`src/rtl/sram_arb_pkg.sv`:
```
// Shared constants and types for the data-SRAM arbiter.
package sram_arb_pkg;
    localparam int SRAM_DEPTH    = 2048;
    localparam int SRAM_AW       = 11;
    localparam int DW            = 8;
    localparam int CORE_AW       = 12;
    localparam int DATA_BASE_DEF = 256;

    typedef enum logic {NORMAL = 1'b0, STEAL = 1'b1} arb_state_t;

    // One macro access as seen by the mux: chip select, write, address, data.
    typedef struct packed {
        logic               cs;
        logic               we;
        logic [SRAM_AW-1:0] a;
        logic [DW-1:0]      d;
    } sram_cmd_t;
endpackage

```
`src/rtl/sram_arbiter_if.sv`:
```
// Secondary (DMA/debug) requester port of the data-SRAM arbiter.
interface sram_arbiter_if;
    import sram_arb_pkg::*;
    logic               req;
    logic               we;
    logic [SRAM_AW-1:0] adr;
    logic [DW-1:0]      wdata;
    logic               gnt;
    logic               rvalid;
    logic [DW-1:0]      rdata;

    modport master (output req, we, adr, wdata, input gnt, rvalid, rdata);
    modport slave  (input req, we, adr, wdata, output gnt, rvalid, rdata);
endinterface

```
`src/rtl/sram_arb_starve_ctr.sv`:
```
// Saturating DMA wait counter; raises steal_req on the last tolerated wait cycle.
module sram_arb_starve_ctr #(
    parameter int STARVE_MAX = 16
) (
    input  logic clk,
    input  logic ireset,
    input  logic dma_req,
    input  logic dma_gnt,
    output logic steal_req
);
    logic [7:0] cnt;

    always_ff @(posedge clk or posedge ireset) begin
        if (ireset)                 cnt <= 8'd0;
        else if (!dma_req || dma_gnt) cnt <= 8'd0;
        else if (cnt != 8'(STARVE_MAX)) cnt <= cnt + 8'd1;
    end

    assign steal_req = dma_req & ~dma_gnt & (cnt == 8'(STARVE_MAX - 1));
endmodule

```
`src/rtl/sram_arbiter.sv`:
```
// Data-SRAM arbiter: core has zero-wait priority, DMA takes idle cycles.
// Define SRAM_ARB_STARVE_EN to add the starvation counter and core-freezing STEAL slot.
module sram_arbiter
    import sram_arb_pkg::*;
#(
    parameter int STARVE_MAX = 16,
    parameter int DATA_BASE  = DATA_BASE_DEF
) (
    input  logic               clk,
    input  logic               ireset,
    input  logic               core_re,
    input  logic               core_we,
    input  logic [CORE_AW-1:0] core_adr,
    input  logic [DW-1:0]      core_wdata,
    output logic [DW-1:0]      core_rdata,
    output logic               core_stall,
    sram_arbiter_if.slave      dma,
    output logic               sram_cen,
    output logic               sram_wen,
    output logic [SRAM_AW-1:0] sram_a,
    output logic [DW-1:0]      sram_d,
    input  logic [DW-1:0]      sram_q
);
    logic [CORE_AW:0]   core_adr_x;
    logic               core_hit;
    logic [SRAM_AW-1:0] core_sa;
    arb_state_t         state;
    logic               gnt;
    sram_cmd_t          cmd;
    logic [SRAM_AW-1:0] a_q;
    logic [DW-1:0]      d_q;
    logic [1:0]         vld_pipe;
    logic [DW-1:0]      rdata_q;

    assign core_adr_x = {1'b0, core_adr};
    assign core_hit   = (core_re | core_we)
                      && (core_adr_x >= 13'(DATA_BASE))
                      && (core_adr_x <  13'(DATA_BASE + SRAM_DEPTH));
    // Subtracting in 11 bits gives the same word as a full subtract then truncate.
    assign core_sa    = core_adr[SRAM_AW-1:0] - 11'(DATA_BASE);

`ifdef SRAM_ARB_STARVE_EN
    arb_state_t state_nxt;
    logic       steal_req;

    sram_arb_starve_ctr #(.STARVE_MAX(STARVE_MAX)) u_starve_ctr (
        .clk       (clk),
        .ireset    (ireset),
        .dma_req   (dma.req),
        .dma_gnt   (gnt),
        .steal_req (steal_req)
    );

    always_ff @(posedge clk or posedge ireset) begin
        if (ireset) state <= NORMAL;
        else        state <= state_nxt;
    end

    always_comb begin
        state_nxt = NORMAL;
        case (state)
            NORMAL:  if (steal_req) state_nxt = STEAL;
            STEAL:   state_nxt = NORMAL;
            default: state_nxt = NORMAL;
        endcase
    end
`else
    assign state = NORMAL;
`endif

    always_comb begin
        gnt = 1'b0;
        cmd = '0;
        if (!ireset) begin
            if (state == STEAL) gnt = dma.req;
            else                gnt = dma.req & ~core_hit;
        end
        if (gnt)
            cmd = '{cs: 1'b1, we: dma.we, a: dma.adr, d: dma.wdata};
        else if (core_hit && state != STEAL && !ireset)
            cmd = '{cs: 1'b1, we: core_we, a: core_sa, d: core_wdata};
    end

    // Idle cycles keep the previous address/data on the macro pins.
    always_ff @(posedge clk or posedge ireset) begin
        if (ireset) begin
            a_q <= '0;
            d_q <= '0;
        end else if (cmd.cs) begin
            a_q <= cmd.a;
            d_q <= cmd.d;
        end
    end

    assign sram_cen = ~cmd.cs;
    assign sram_wen = ~(cmd.cs & cmd.we);
    assign sram_a   = cmd.cs ? cmd.a : a_q;
    assign sram_d   = cmd.cs ? cmd.d : d_q;

    assign vld_pipe[0] = gnt & ~dma.we;
    always_ff @(posedge clk or posedge ireset) begin
        if (ireset) begin
            vld_pipe[1] <= 1'b0;
            rdata_q     <= '0;
        end else begin
            vld_pipe[1] <= vld_pipe[0];
            if (vld_pipe[0]) rdata_q <= sram_q;
        end
    end

    assign dma.gnt    = gnt;
    assign dma.rvalid = vld_pipe[1];
    assign dma.rdata  = rdata_q;
    assign core_rdata = sram_q;
    assign core_stall = (state == STEAL);
endmodule
```
`src/flat_wrapper.sv`:
```
// flat-port wrapper written by rule: the top's interface ports become plain ports
module sram_arbiter_flat import sram_arb_pkg::*;
#(
    parameter int STARVE_MAX = 16,
    parameter int DATA_BASE  = DATA_BASE_DEF
)
  (clk, ireset, core_re, core_we, core_adr, core_wdata, core_rdata, core_stall, sram_cen, sram_wen, sram_a, sram_d, sram_q, dma_req, dma_we, dma_adr, dma_wdata, dma_gnt, dma_rvalid, dma_rdata);
  sram_arbiter_if dma_i ();
  input  logic clk;
  input  logic ireset;
  input  logic core_re;
  input  logic core_we;
  input  logic [CORE_AW-1:0] core_adr;
  input  logic [DW-1:0] core_wdata;
  output logic [DW-1:0] core_rdata;
  output logic core_stall;
  output logic sram_cen;
  output logic sram_wen;
  output logic [SRAM_AW-1:0] sram_a;
  output logic [DW-1:0] sram_d;
  input  logic [DW-1:0] sram_q;
  input wire logic [$bits(dma_i.req)-1:0] dma_req;
  input wire logic [$bits(dma_i.we)-1:0] dma_we;
  input wire logic [$bits(dma_i.adr)-1:0] dma_adr;
  input wire logic [$bits(dma_i.wdata)-1:0] dma_wdata;
  output wire logic [$bits(dma_i.gnt)-1:0] dma_gnt;
  output wire logic [$bits(dma_i.rvalid)-1:0] dma_rvalid;
  output wire logic [$bits(dma_i.rdata)-1:0] dma_rdata;
  assign dma_i.req = dma_req;
  assign dma_i.we = dma_we;
  assign dma_i.adr = dma_adr;
  assign dma_i.wdata = dma_wdata;
  assign dma_gnt = dma_i.gnt;
  assign dma_rvalid = dma_i.rvalid;
  assign dma_rdata = dma_i.rdata;
  sram_arbiter #(.STARVE_MAX(STARVE_MAX), .DATA_BASE(DATA_BASE)) u_core (.clk(clk), .ireset(ireset), .core_re(core_re), .core_we(core_we), .core_adr(core_adr), .core_wdata(core_wdata), .core_rdata(core_rdata), .core_stall(core_stall), .dma(dma_i), .sram_cen(sram_cen), .sram_wen(sram_wen), .sram_a(sram_a), .sram_d(sram_d), .sram_q(sram_q));
endmodule
```
`config.mk`:
```
export PLATFORM = sky130hd
export DESIGN_NAME = sram_arbiter_flat
export DESIGN_NICKNAME = d
export VERILOG_FILES = /design/src/rtl/sram_arb_pkg.sv /design/src/rtl/sram_arbiter_if.sv /design/src/rtl/sram_arb_starve_ctr.sv /design/src/rtl/sram_arbiter.sv /design/src/flat_wrapper.sv
export SDC_FILE = /design/constraint.sdc
export NUM_CORES = 1
export LEC_CHECK = 0
export CAP_MARGIN = 10
export CORE_MARGIN = 5
export CORE_UTILIZATION = 41
export CTS_CLUSTER_DIAMETER = 50
export DETAILED_ROUTE_END_ITERATION = 10
export GPL_TIMING_DRIVEN = 0
export PLACE_DENSITY = 0.94
export SETUP_SLACK_MARGIN = 0.3
export SYNTH_ARGS = -nofsm -noshare
export SYNTH_HDL_FRONTEND = slang
export SYNTH_SLANG_ARGS = --single-unit
```
`constraint.sdc`:
```
create_clock -name clk -period 4.6 [get_ports clk]
set_input_delay 0.92 -clock clk [delete_from_list [all_inputs] [get_ports clk]]
set_output_delay 0.92 -clock clk [all_outputs]
set_load 0.02 [all_outputs]
```
## Word-level counts from Yosys, hierarchy flattened

Index checks and enable logic that the tools add are counted.

- Output and inout bits: 40
- Flip-flop bits (word level): 28
- Logic and storage cells: 24

- Magnitude comparators: 2
- Bitwise gates (word level): 8
- Reduce and logical (&&, ||, !) cells: 4
- Add/subtract/negate cells: 1
- Mux-type cells: 5

Operators by type and width:

| operator | number |
|---|---|
| two-way mux 21 bit | 2 |
| >= comparator 12 x 9 -> 1 bit, second input constant | 1 |
| < comparator 12 bit, second input constant | 1 |
| two-way mux 11 bit | 1 |
| subtractor 11 x 9 -> 11 bit, second input constant | 1 |
| two-way mux 8 bit | 1 |
| inverter 1 bit | 4 |
| AND 1 bit | 3 |
| logical AND 1 bit | 3 |
| logical NOT 1 bit | 1 |
| two-way mux 1 bit | 1 |
| bitwise OR 1 bit | 1 |

## Depth between registers and ports, before layout

- Depth after elaboration: 9
- Mapped depth: 8
- Gate-level depth less buffers: 6

## Worst setup path before layout

Ideal clock, no wire load.

- Path type: input -> output
- Start: input ireset
- End: output sram_wen
- Data arrival time: 2.587 ns
- Setup slack: 1.093 ns
- Path buffers: 1
- Stages: 3
- Data required time: 3.680 ns
- Cell sequence: inv_1 > clkbuf_1 > o21ai_0

- Cells in the longest elaborated chain, start to end: 6

RTL lines:

| item | RTL line | source |
|---|---|---|
| start: declaration | flat_wrapper.sv:10 | `input logic ireset;` |
| logical NOT 1 bit | n/a |  |
| logical AND 1 bit | sram_arbiter.sv:80 | `else if (core_hit && state != STEAL && !ireset)` |
| two-way mux 21 bit | sram_arbiter.sv:80 |  |
| two-way mux 21 bit * | sram_arbiter.sv:78 | `if (gnt)` |
| AND 1 bit * | sram_arbiter.sv:96 | `assign sram_wen = ~(cmd.cs & cmd.we);` |
| inverter 1 bit * | sram_arbiter.sv:96 |  |
| end: declaration | flat_wrapper.sv:18 | `output logic sram_wen;` |

Mark *: on every way between the ends. The rest lies on a longest branch, timed or not.

## Worst setup path in the final report

- Start: input core_adr[8]
- End: output sram_d[7]

- Cells in the longest elaborated chain, start to end: 8

RTL lines:

| item | RTL line | source |
|---|---|---|
| start: declaration | flat_wrapper.sv:13 | `input logic [CORE_AW-1:0] core_adr;` |
| >= comparator 12 x 9 -> 1 bit | sram_arbiter.sv:37 | `&& (core_adr_x >= 13'(DATA_BASE))` |
| logical AND 1 bit | sram_arbiter.sv:37 |  |
| logical AND 1 bit * | sram_arbiter.sv:38 | `&& (core_adr_x < 13'(DATA_BASE + SRAM_DEPTH));` |
| inverter 1 bit | sram_arbiter.sv:76 | `else gnt = dma.req & ~core_hit;` |
| AND 1 bit | sram_arbiter.sv:76 |  |
| two-way mux 1 bit | sram_arbiter.sv:74 | `if (!ireset) begin` |
| two-way mux 21 bit * | sram_arbiter.sv:78 |  |
| two-way mux 8 bit * | sram_arbiter.sv:98 | `assign sram_d = cmd.cs ? cmd.d : d_q;` |
| end: declaration | flat_wrapper.sv:20 | `output logic [DW-1:0] sram_d;` |

Marks and branches as above.

==> key figures <==
Outcome
  – Outcome: finished clean

Global routing
  – Wire length of the first global-routing pass: 7440 microns
  – Vias in the first global route: 1,560
  – Total global routing overflow: 0
  – Initial antenna violation count: 0
  – Total GRT Usage: 17.6%
  – Largest net degree at the start of global routing: 38

Layout
  – Storage cell area: 701 sq um
  – Final nets: 316
  – Layout cell share with drive strength beyond 1: 14.7%
  – Area Overhead vs Synth: 66.4%
  – Antenna diodes: 0
  – Area taken by multi-input logic gates: 708 sq um
  – Filler instances: 280

Clocking
  – TritonCTS buffer count: 3
  – Clk_lat worst skew: 0.27 ns
  – CTS root buffer: clkbuf_8
  – # clock sinks: 28
  – H-tree Lvls: 1
  – Hold_buf cts: 0
  – CTS tree: done
  – Reg clk slew, reported paths: 0.09 ns
  – Clock Tree Buf Depth: 2

Routing
  – Routed len/inst: 15.7 microns
  – DRT antenna net count: 0
  – DR DRC count: 0
  – TritonRoute pass-1 iters: 4
  – DRT iter0 DRCs: 90
  – DR vias: 1,594
  – Final wirelength: 4820 microns
  – Vias/cell: 5.19

Place
  – RePlAce Congestion: 0.851
  – Port bufs: 91
  – Worst slack at placement: -0.0142 ns
  – Hpwl dp: 3660 microns

STA
  – Final worst path period share: 91.0%
  – Clock Skew: 0 ns
  – Hold Fails Final Rpt: 0
  – Min cycle time layout: 4.18 ns
  – Peak Freq: 239 MHz
  – Fin. max-slew vios: 0
  – Final WS setup: 0.415 ns
  – Slew margin rel.: 48.7%
  – Worst Tran Pin Value: 0.769 ns
  – RSZ-0062 raised after global routing: no
  – Final setup violation count: 0

Critical path
  – Startpoint types: input port
  – Worst EP required: 3.68 ns
  – CP Capture Type: output pin
  – Critical Path Fanout Max: 10
  – Data arrival, critical path: 3.26 ns
  – CP Class: in -> out

Power and ir drop
  – Leak pwr: 0.00125 uW
  – Switch share: 33.0%
  – Proportion of power drawn by the clock network: 17.4%
  – Internal Pwr Total: 510 uW
  – Total power: 761 uW
  – Pwr Density: 285 nW/um^2
  – Sequential share of power: 40.2%
  – Psw: 251 uW
  – Combinational share of power: 42.4%
  – Peak supply drop: 134 uV

Synthesis
  – Post-synth EDFFs: 0
  – Syn nets: 217
  – Sequential-to-total area share from yosys stat: 43.7%
  – Ranking of synthesized cells by area: dfrtp_1 (44%), o221ai_1 (10%), o211ai_1 (7.5%), inv_1 (6.1%), mux2_2 (4.9%)
  – Synthesized area: 1600 sq um
  – Synth Area per Inst: 9.90 sq um
  – Ys flop type: dfrtp_1
  – #FFs+latches synth: 28
  – Synth warn: 0
  – Synth Instances: 162
  – Netlist cell types: 30
  – Leading area contributor after synthesis: dfrtp_1
  – Synth top area share: 43.7%
  – Post-synthesis async set-or-reset flop share: 100%

Die
  – Core ar.: 3720 sq um
  – Die Wd: 72.6 microns
  – Die height: 72.6 microns
  – Total Die Area: 5260 sq um
  – Initial Util: 43.2%
  – # IOs: 93
  – Row count: 22

Worst hold path
  – Hold Path Class: reg -> reg

Flow run
  – Max cap viols: 0
==> logic make-up (layout without fill, tap and decap cells) <==
family                   after synthesis  in the layout  synth area share, %
AO/OA/AOI/OAI                         43             43                 23.6
adder cells (fa/ha/maj)                2              2                 1.56
AND/OR/NAND/NOR                       34             34                 11.9
other                                  1              1                0.234
flip-flops                            28             28                 43.7
buffers and inverters                 45            142                 12.9
multiplexers                           8              8                 5.62
XOR/XNOR                               1              1                0.546
==> cell usage in the layout (no fill, tap or decap) <==
cell type,synthesis,routed
a211oi_1,1,1
a21o_1,1,1
a21oi_2,0,1
a221oi_1,1,1
a311o_1,1,1
a311oi_4,1,1
and3_1,1,1
buf_2,4,3
buf_4,9,14
clkbuf_1,6,2
clkbuf_2,0,3
clkbuf_8,0,3
clkdlybuf4s50_1,0,73
conb_1,1,1
dfrtp_1,28,28
dlygate4sd2_1,0,10
dlymetal6s2s_1,0,8
ha_1,2,2
inv_1,26,26
mux2_1,1,1
mux2_2,7,7
nand2_1,20,19
nand2_2,0,1
nand2b_4,1,1
nand3_1,1,1
nand4_1,2,2
nor2_1,4,4
nor3_1,2,2
nor4_4,1,1
nor4b_4,1,1
o211ai_1,16,16
o211ai_4,1,1
o21ai_0,1,1
o221ai_1,19,18
o221ai_2,0,1
or4_1,1,1
xor2_1,1,1
==> per-layer routing <==
layer  track usage, %  share of wire (%)  up-vias
li1                 -                  -      772
met1             23.0                 39      744
met2             29.8                 50       72
met3             3.32                9.7        6
met4             4.30               0.89        0
met5                0                  0        -
==> Yosys cell counts, types with 2 or more instances <==
cell type / n
buf_2: 4
buf_4: 9
clkbuf_1: 6
dfrtp_1: 28
ha_1: 2
inv_1: 26
mux2_2: 7
nand2_1: 20
nand4_1: 2
nor2_1: 4
nor3_1: 2
o211ai_1: 16
o221ai_1: 19
==> what timing repair did <==
action,in CTS,in global routing
resized for setup,12,18
buffers inserted,2,1
pin swaps,1,0
endpoints found under the setup margin,13,18
==> path summary, 6_finish.rpt <==
kind                       slack [ns]  cells after the start                               to                             from
max in group asynchronous        2.79                      3  u_core.dma.rdata[6]$_DFFE_PP0P_                           ireset
hold reg to reg                  0.51                      1  u_core.dma.rdata[7]$_DFFE_PP0P_  u_core.dma.rdata[7]$_DFFE_PP0P_
min in group asynchronous        1.32                      3          u_core.a_q[0]$_DFF_PP0_                           ireset
hold / removal                   0.51                      1  u_core.dma.rdata[7]$_DFFE_PP0P_  u_core.dma.rdata[7]$_DFFE_PP0P_
setup reg to reg                 3.79                      1  u_core.dma.rdata[4]$_DFFE_PP0P_  u_core.dma.rdata[4]$_DFFE_PP0P_
setup / recovery                 0.42                      9                        sram_d[7]                      core_adr[8]
==> worst max-delay path, stage by stage <==
cell and delay (ns):
clkdlybuf4s50_1 0.44, inv_1 0.09, ha_1 0.23, nand2b_4 0.10, a21o_1 0.20, a221oi_1 0.35
buf_4 0.25, o221ai_2 0.12, clkdlybuf4s50_1 0.55
==> flip-flops by register name, indices dropped and copies added (netlist names) <==
register           count
u_core.a_q            11
u_core.d_q             8
u_core.dma.rdata       8
u_core.dma.rvalid      1
==> metrics by stage <==
step	std cells	utilization, %	hold WS [ns]	TNS, ns	instance area [sq um]
2_1_floorplan	162	-	0.615	0	1600
3_3_place_gp	301	69.3	0.473	-2.61	2570
3_5_place_dp	301	69.3	0.495	-0.0142	2580
4_1_cts	306	70.6	0.517	0	2620
5_1_grt	307	71.8	0.528	0	2670
6_report	307	71.8	0.514	0	2670
==> cell type report <==
| class | instances | share of cell area (%) |
|---|---|---|
| Multi-Input combinational cell | 89 | 26.5 |
| Sequential cell | 28 | 26.3 |
| Clock buffer | 3 | 1.55 |
| Inverter | 26 | 3.66 |
| Timing Repair Buffer | 94 | 35.3 |
| Tap cell | 48 | 2.25 |
| Buffer | 19 | 4.50 |
==> power by group through the flow <==
stage / Clock (uW) / Sequential, uW / Combinational [uW]
final: 132 / 306 / 323
after CTS: 137 / 305 / 325
after floorplan: 0 / 330 / 140
after global placement: 0 / 308 / 328
after detailed placement: 0 / 311 / 334
after global routing: 143 / 311 / 348
Note: power is estimated with default switching activity, not from simulation.
